[config.mk]
export PLATFORM = sky130hd
export DESIGN_NAME = exmem_pipe_chain
export DESIGN_NICKNAME = d
export VERILOG_FILES = /design/src/rtl/pipe_pkg.sv /design/src/rtl/pipe_fwd_lookup.sv /design/src/rtl/exmem_pipe_chain.sv
export SDC_FILE = /design/constraint.sdc
export NUM_CORES = 1
export LEC_CHECK = 0
export ABC_AREA = 0
export CELL_PAD_IN_SITES_DETAIL_PLACEMENT = 1
export CELL_PAD_IN_SITES_GLOBAL_PLACEMENT = 1
export CORE_ASPECT_RATIO = 0.8
export CORE_UTILIZATION = 38
export CTS_CLUSTER_DIAMETER = 50
export CTS_CLUSTER_SIZE = 12
export DETAILED_ROUTE_END_ITERATION = 12
export GPL_TIMING_DRIVEN = 0
export PLACE_DENSITY = 0.9
export SYNTH_ARGS = -nofsm -noshare
export SYNTH_HDL_FRONTEND = slang
export SYNTH_SLANG_ARGS = --single-unit
[constraint.sdc]
create_clock -name clk -period 1.1 [get_ports clk]
set_input_delay 0.22 -clock clk [delete_from_list [all_inputs] [get_ports clk]]
set_output_delay 0.22 -clock clk [all_outputs]
set_load 0.02 [all_outputs]
[src/rtl/pipe_pkg.sv]
// pipe_pkg
// Shared definitions for the EX->MEM/WB pipeline register chain.
//   DEPTH_MAX       : largest supported chain depth
//   PIPE_*_W        : default payload widths for the datapath
//   stage_t         : one pipeline stage {valid, wr, dst, ctrl, data}
//   pipe_event_e    : per-cycle event after flush-over-stall resolution
//   pipe_event()    : resolves the flush/stall pair into a pipe_event_e
package pipe_pkg;

    localparam int DEPTH_MAX   = 4;
    localparam int PIPE_DATA_W = 8;
    localparam int PIPE_CTRL_W = 4;
    localparam int PIPE_REG_AW = 3;

    typedef struct packed {
        logic                   valid;
        logic                   wr;
        logic [PIPE_REG_AW-1:0] dst;
        logic [PIPE_CTRL_W-1:0] ctrl;
        logic [PIPE_DATA_W-1:0] data;
    } stage_t;

    typedef enum logic [1:0] {
        EV_ADVANCE = 2'd0,
        EV_STALL   = 2'd1,
        EV_FLUSH   = 2'd2
    } pipe_event_e;

    // Flush always beats stall; advance only when neither is asserted.
    function automatic pipe_event_e pipe_event(input logic flush, input logic stall);
        if (flush) begin
            return EV_FLUSH;
        end
        if (stall) begin
            return EV_STALL;
        end
        return EV_ADVANCE;
    endfunction

endpackage

[src/rtl/pipe_fwd_lookup.sv]
// pipe_fwd_lookup
// Youngest-first forwarding match over the in-flight stage tags.
// Ports:
//   valid, wr   : per-stage valid and register-write bits
//   dst, data   : per-stage destination tag and payload
//   addr        : lookup register address (address 0 never matches)
//   hit         : some valid writer targets addr
//   hit_data    : payload of the youngest matching stage, 0 on miss
module pipe_fwd_lookup
    import pipe_pkg::*;
#(
    parameter int DATA_W = PIPE_DATA_W,
    parameter int REG_AW = PIPE_REG_AW,
    parameter int DEPTH  = 2
) (
    input  logic [DEPTH-1:0]  valid,
    input  logic [DEPTH-1:0]  wr,
    input  logic [REG_AW-1:0] dst  [DEPTH],
    input  logic [DATA_W-1:0] data [DEPTH],
    input  logic [REG_AW-1:0] addr,
    output logic              hit,
    output logic [DATA_W-1:0] hit_data
);

    // Stage 0 holds the youngest instruction, so the first match scanning
    // upward is the most recent producer of the register.
    always_comb begin
        hit      = 1'b0;
        hit_data = '0;
        for (int i = 0; i < DEPTH; i++) begin
            if (!hit && valid[i] && wr[i] && (dst[i] == addr) && (addr != '0)) begin
                hit      = 1'b1;
                hit_data = data[i];
            end
        end
    end

endmodule

[src/rtl/exmem_pipe_chain.sv]
// exmem_pipe_chain
// DEPTH-stage pipeline register between EX and MEM/WB with per-stage valid,
// global stall/flush and bubble insertion. Optional forwarding lookup is
// compiled in when EXMEM_PIPE_FWD_EN is defined.
// Ports:
//   clk, rst_n                    : clock, async active-low reset
//   in_valid/in_data/in_ctrl/
//   in_dst/in_wr                  : instruction offered to stage 0
//   stall, flush                  : hold all stages / invalidate all stages
//   out_valid/out_data/out_ctrl/
//   out_dst/out_wr                : contents of stage DEPTH-1
//   occ                           : registered count of valid stages
//   lk_addr, lk_hit, lk_data      : forwarding lookup (EXMEM_PIPE_FWD_EN)
// Legal DEPTH range is 1..DEPTH_MAX.
module exmem_pipe_chain
    import pipe_pkg::*;
#(
    parameter int DATA_W = PIPE_DATA_W,
    parameter int CTRL_W = PIPE_CTRL_W,
    parameter int REG_AW = PIPE_REG_AW,
    parameter int DEPTH  = 2
) (
    input  logic                       clk,
    input  logic                       rst_n,
    input  logic                       in_valid,
    input  logic [DATA_W-1:0]          in_data,
    input  logic [CTRL_W-1:0]          in_ctrl,
    input  logic [REG_AW-1:0]          in_dst,
    input  logic                       in_wr,
    input  logic                       stall,
    input  logic                       flush,
    output logic                       out_valid,
    output logic [DATA_W-1:0]          out_data,
    output logic [CTRL_W-1:0]          out_ctrl,
    output logic [REG_AW-1:0]          out_dst,
    output logic                       out_wr,
    output logic [$clog2(DEPTH+1)-1:0] occ
`ifdef EXMEM_PIPE_FWD_EN
    ,
    input  logic [REG_AW-1:0]          lk_addr,
    output logic                       lk_hit,
    output logic [DATA_W-1:0]          lk_data
`endif
);

    localparam int OCC_W = $clog2(DEPTH+1);

    logic [DEPTH-1:0]  valid_q;
    logic [DEPTH-1:0]  valid_d;
    logic [DEPTH-1:0]  wr_q;
    logic [DATA_W-1:0] data_q [DEPTH];
    logic [CTRL_W-1:0] ctrl_q [DEPTH];
    logic [REG_AW-1:0] dst_q  [DEPTH];
    logic [OCC_W-1:0]  occ_d;
    pipe_event_e       ev;

    assign ev = pipe_event(flush, stall);

    always_comb begin
        valid_d = valid_q;
        case (ev)
            EV_FLUSH: valid_d = '0;
            EV_ADVANCE: begin
                for (int i = DEPTH-1; i > 0; i--) begin
                    valid_d[i] = valid_q[i-1];
                end
                valid_d[0] = in_valid;
            end
            default: ;
        endcase
    end

    // occ is registered from the next-state valid bits so it changes on the
    // same edge as the stages it counts.
    always_comb begin
        occ_d = '0;
        for (int i = 0; i < DEPTH; i++) begin
            occ_d = occ_d + OCC_W'(valid_d[i]);
        end
    end

    always_ff @(posedge clk or negedge rst_n) begin
        if (!rst_n) begin
            valid_q <= '0;
            wr_q    <= '0;
            occ     <= '0;
            for (int i = 0; i < DEPTH; i++) begin
                data_q[i] <= '0;
                ctrl_q[i] <= '0;
                dst_q[i]  <= '0;
            end
        end else begin
            valid_q <= valid_d;
            occ     <= occ_d;
            case (ev)
                // data/dst are left as-is on flush; only the qualifying
                // fields are cleared so the stage reads as an empty slot.
                EV_FLUSH: begin
                    wr_q <= '0;
                    for (int i = 0; i < DEPTH; i++) begin
                        ctrl_q[i] <= '0;
                    end
                end
                EV_ADVANCE: begin
                    for (int i = DEPTH-1; i > 0; i--) begin
                        data_q[i] <= data_q[i-1];
                        ctrl_q[i] <= ctrl_q[i-1];
                        dst_q[i]  <= dst_q[i-1];
                        wr_q[i]   <= wr_q[i-1];
                    end
                    data_q[0] <= in_data;
                    dst_q[0]  <= in_dst;
                    ctrl_q[0] <= in_valid ? in_ctrl : '0;
                    wr_q[0]   <= in_valid & in_wr;
                end
                default: ;
            endcase
        end
    end

    assign out_valid = valid_q[DEPTH-1];
    assign out_data  = data_q[DEPTH-1];
    assign out_dst   = dst_q[DEPTH-1];
    assign out_ctrl  = valid_q[DEPTH-1] ? ctrl_q[DEPTH-1] : '0;
    assign out_wr    = wr_q[DEPTH-1] & valid_q[DEPTH-1];

`ifdef EXMEM_PIPE_FWD_EN
    pipe_fwd_lookup #(
        .DATA_W (DATA_W),
        .REG_AW (REG_AW),
        .DEPTH  (DEPTH)
    ) u_fwd_lookup (
        .valid    (valid_q),
        .wr       (wr_q),
        .dst      (dst_q),
        .data     (data_q),
        .addr     (lk_addr),
        .hit      (lk_hit),
        .hit_data (lk_data)
    );
`endif

endmodule

== Word-level counts from Yosys, hierarchy flattened ==
Cells that the tools add are included.
Widths: inputs -> output; s select.

* Input bits: 21
* Register bits: 36
* Output and inout bits: 19
* Logic and storage cells: 27

* Reduce and logical (&&, ||, !) cells: 2
* Multiplexer cells: 12
* Equality and inequality tests: 1
* Bitwise logic cells: 2
* Add/subtract/negate cells: 1

{| class="wikitable"
|+ Operator list
! cell !! count
|-
| $pmux 8 s2 || 1
|-
| $mux 2 || 4
|-
| $mux 4 || 2
|-
| $pmux 2 s2 || 2
|-
| $mux 1 || 3
|-
| $add 1x1->2 || 1
|-
| $and 1x1->1 || 2
|-
| $eq 2x2->1 const B || 1
|-
| $logic_not 2->1 || 1
|-
| $reduce_bool 2->1 || 1
|}

== Longest topological paths before layout ==
* Depth in word-level cells: 7
* Gate-level depth with buffers: 5
* Mapped depth without buffers: 3

== Worst setup path before layout ==
OpenSTA, ideal clock, no wires.

* Kind: input to register
* Start: input stall
* End: register occ[0]
* Data required time: 974 ps
* Slack: -48 ps
* Data arrival time: 1022 ps
* Path buffers: 2
* Stages on the path: 5
* Setup time: 126 ps
* Cell sequence: buf_6 buf_4 mux2i_1 nor2_1 ha_1

* Word-level cells in the longest chain between the ends: 7
* Elaborated cells on any way between the ends: 9
* Classes of those cells: add/sub: 1; eq/ne: 1; mux: 6; reduce/logical: 1

{| class="wikitable"
|+ Ends and longest elaborated chain
! what !! line !! source
|-
| start: declaration || exmem_pipe_chain.sv:30 || <nowiki>input logic stall,</nowiki>
|-
| $mux 1 (2 in series) || pipe_pkg.sv:34 || <nowiki>if (stall) begin</nowiki>
|-
| $mux 2 (*) || pipe_pkg.sv:37 || <nowiki>return EV_ADVANCE;</nowiki>
|-
| $mux 2 (*) || pipe_pkg.sv:34 ||
|-
| $eq 2x2->1 / $logic_not 2->1 (equally long branches) || exmem_pipe_chain.sv:61 || <nowiki>case (ev)</nowiki>
|-
| $pmux 2 s2 (*) || exmem_pipe_chain.sv:61 ||
|-
| net valid_d[0] || exmem_pipe_chain.sv:49 || <nowiki>logic [DEPTH-1:0] valid_d;</nowiki>
|-
| $add 1x1->2 (*) || exmem_pipe_chain.sv:78 || <nowiki>occ_d = occ_d + OCC_W'(valid_d[i]);</nowiki>
|-
| net occ_d[0] || exmem_pipe_chain.sv:54 || <nowiki>logic [OCC_W-1:0] occ_d;</nowiki>
|-
| end signal: assignment || exmem_pipe_chain.sv:86 || <nowiki>occ <= '0;</nowiki>
|-
| end signal: assignment || exmem_pipe_chain.sv:94 || <nowiki>occ <= occ_d;</nowiki>
|-
| end: declaration || exmem_pipe_chain.sv:37 || <nowiki>output logic [$clog2(DEPTH+1)-1:0] occ</nowiki>
|}

Mark *: on every way through the listed nets, which the timed path passes. The rest lies on a longest branch. The select of a mux whose other input is x is not followed.
A chain may end at the register's enable or synchronous reset.

== Worst setup path in the final report ==
* Start: register valid_q[1]
* End: output out_ctrl[3]

* Word-level cells in the longest chain between the ends: 1

{| class="wikitable"
|+ Ends and longest elaborated chain
! what !! line !! source
|-
| start: declaration || exmem_pipe_chain.sv:48 || <nowiki>logic [DEPTH-1:0] valid_q;</nowiki>
|-
| start signal: assignment || exmem_pipe_chain.sv:93 || <nowiki>valid_q <= valid_d;</nowiki>
|-
| $mux 4 || exmem_pipe_chain.sv:124 || <nowiki>assign out_ctrl = valid_q[DEPTH-1] ? ctrl_q[DEPTH-1] : '0;</nowiki>
|-
| end: declaration || exmem_pipe_chain.sv:34 || <nowiki>output logic [CTRL_W-1:0] out_ctrl,</nowiki>
|}

Every way passes these cells.

==> results.json <==
{
  "status": "finished, violations left",
  "violations": "setup timing",
  "synth.largest_area_cell": "dfrtp_1",
  "vias": 950,
  "busiest_layer": "met2",
  "hpwl_um": 2310,
  "use_met3_pct": 4.45,
  "numPortBuffers": 38,
  "gp_congestion": 0.759,
  "r2r-end": "occ[0]",
  "fin_skew_ns": 0.00678,
  "overflow": 0,
  "ys_ff_latch": 36,
  "clk_latency_ns": 0.28,
  "drv_cap": 0,
  "synth_fp_nets": 132,
  "layout-drive-gt1-share_pct": 45.0,
  "rsz0062_at_grt": "true",
  "pre_cts_slack_ns": -0.675,
  "routed_wl_um": 3110,
  "vias_per_cell": 4.61,
  "synth_common_cells": "36 x dfrtp_1, 20 x mux2_2, 12 x buf_4",
  "synth_edf_count": 0,
  "yosysUniqueCellTypes": 15,
  "worstMarginPinSlew_ns": 0.811,
  "first_iter_violations": 31,
  "layout.nets": 172,
  "start_kind": "flip-flop",
  "synth_top_area_share_pct": 59.1,
  "initial_core_util_pct": 39.8,
  "path_delay_family": "flip-flops",
  "clockBufferDepth": 2,
  "coreArea_um2": 3830,
  "power_density_nw_per_um2": 1610,
  "cts_tree": "yes",
  "critPathBufInv": 1,
  "fin_crit_ns": 1.25,
  "drc": 0,
  "slowest_delay_ns": 0.46,
  "synth_most_common_cell": "dfrtp_1",
  "firstDrtPassIters": 4,
  "path_class": "flip-flop to primary output",
  "die_x_um": 72.8,
  "crit_slowest_cell": "dfrtp_2",
  "synthFlopType": "dfrtp_1",
  "rows": 20,
  "relSlewSlack_pct": 46.0,
  "grt_start_max_net_pins": 37,
  "ys_seq_area_share_pct": 59.1,
  "peakVddDrop_mv": 0.918,
  "grt_first_pass_wirelength_um": 5340,
  "diodes": 0,
  "fin_ws_ns": -0.150,
  "holdBufCountCts": 0,
  "grtUsageMet1_pct": 21.6,
  "area_growth_pct": 35.0,
  "setup-violations-final": 6,
  "io_pins": 40,
  "hold_violations": 0,
  "achievable-frequency_ghz": 0.800,
  "die_y_um": 58.6,
  "synth.area.top_cells": "dfrtp_1 59%, mux2_2 15%, buf_4 5.9%",
  "p_leak_nw": 0.948,
  "worstSetupEndpointType": "primary output",
  "use_met2_pct": 28.8,
  "grt_util_all_layers_pct": 17.1,
  "async_flop_share_pct": 100,
  "crit_cells": 2,
  "cts_max_level": 2,
  "cts.clk_slew.worst_paths_ns": 0.07,
  "rr_startpoint": "valid_q[1]",
  "syn_inst": 110,
  "cp.arrival_ns": 1.03,
  "crit_end": "out_ctrl[3]",
  "synth.avg_cell_area_um2": 13.9,
  "netlist_area_um2": 1520,
  "wl_per_cell_um": 15.1,
  "numCtsBuffers": 5,
  "min_period_over_period_pct": 114,
  "clock-root-buffer": "clkbuf_8",
  "reg2reg_depth": 3,
  "fin_tns_setup_ns": -0.790,
  "antenna_found_initial": 0,
  "crit_fanout": 7,
  "clock-sinks": 36,
  "hold_class": "input port to async pin",
  "rrSetupSlack_ns": 0,
  "path_cells": "and2_4, buf_6",
  "die_area_um2": 4270,
  "antenna_left": 0,
  "required_ns": 0.88,
  "ys_warn_count": 0,
  "grt_pass1_vias": 1069,
  "drv_slew": 0,
  "startpoint": "valid_q[1]"
}
worst reg2reg max path, delay by kind of cell (launching register included):
family / cells / cell delay, ns
multiplexers: 1 / 0.17
AND/OR/NAND/NOR: 1 / 0.09
adder cells (fa/ha/maj): 1 / 0.27
flip-flops: 1 / 0.46
flip-flops by register name (all words and copies together), names as in the netlist:
register  flops
wr_q          2
ctrl_q        8
out_data      8
dst_q         3
valid_q       2
data_q        8
occ           2
out_dst       3
metrics by stage:
stage | hold slack (ns) | area [um^2] | power, mW | cells | util (%)
after global routing | 0.0791 | 2060 | 3.50 | 206 | 53.7
after floorplan | -0.0756 | 1530 | 2.09 | 110 | -
after CTS | 0.0442 | 2030 | 3.37 | 204 | 53.0
after detailed placement | 0.355 | 1980 | 2.47 | 203 | 51.6
after global placement | 0.482 | 1980 | 2.42 | 203 | 51.7
final | 0.0270 | 2060 | 3.31 | 206 | 53.7
worst min path at each step:
stage / end / startpoint / slack (ns)
2_1_floorplan: ctrl_q[0] / rst_n / -0.08
3_3_place_gp: out_data[7] / data_q[15] / 0.48
3_5_place_dp: data_q[8] / rst_n / 0.36
4_1_cts: data_q[11] / rst_n / 0.04
5_1_grt: out_data[7] / rst_n / 0.08
6_report: data_q[12] / rst_n / 0.03
final cells by class:
class | instances | area, um^2
fill | 389 | 1770
clock buffer | 6 | 82.6
sequential | 36 | 902
clock inverter | 2 | 10.0
multi-input combinational | 58 | 500
tap | 55 | 68.8
buffer | 5 | 63.8
timing repair buffer | 44 | 429
report_power, final:
group	internal (mW)	switching [mW]
logic	0.440	0.311
clock network	0.499	0.443
registers	1.50	0.114
total	2.44	0.867
layout by cell type (no fill, tap or decap):
master	instances
buf_6	18
nor2_4	1
a21oi_1	5
clkdlybuf4s50_1	16
mux2_2	20
dlygate4sd2_1	2
clkinv_2	2
ha_1	1
nor2_1	7
buf_4	6
and2_4	5
dfrtp_1	35
dfrtp_2	1
clkbuf_8	6
buf_2	3
buf_8	3
mux2i_1	7
clkbuf_4	1
mux2_4	2
nand2_1	5
nand3b_1	5
cells by family (layout without fill, tap and decap cells):
kind of cell / after synthesis / in the layout / share of synthesized area (%)
multiplexers: 29 / 29 / 21.3
flip-flops: 36 / 36 / 59.1
AO/OA/AOI/OAI: 5 / 5 / 1.64
AND/OR/NAND/NOR: 23 / 23 / 8.21
adder cells (fa/ha/maj): 1 / 1 / 0.821
buffers and inverters: 16 / 57 / 8.87
layer usage:
layer	vias up	part of all wire, %
met1	488	40
met2	20	56
met3	6	3.7
met5	-	0
met4	0	0.90
li1	436	-
what timing repair did:
item                                    in CTS  in global routing
gates cloned                                 0                  0
setup buffers                                4                  2
resized for setup                          116                  4
pin swaps                                    6                  6
endpoints found under the setup margin      53                 18
No activity file was read; power rests on OpenSTA's default activity.
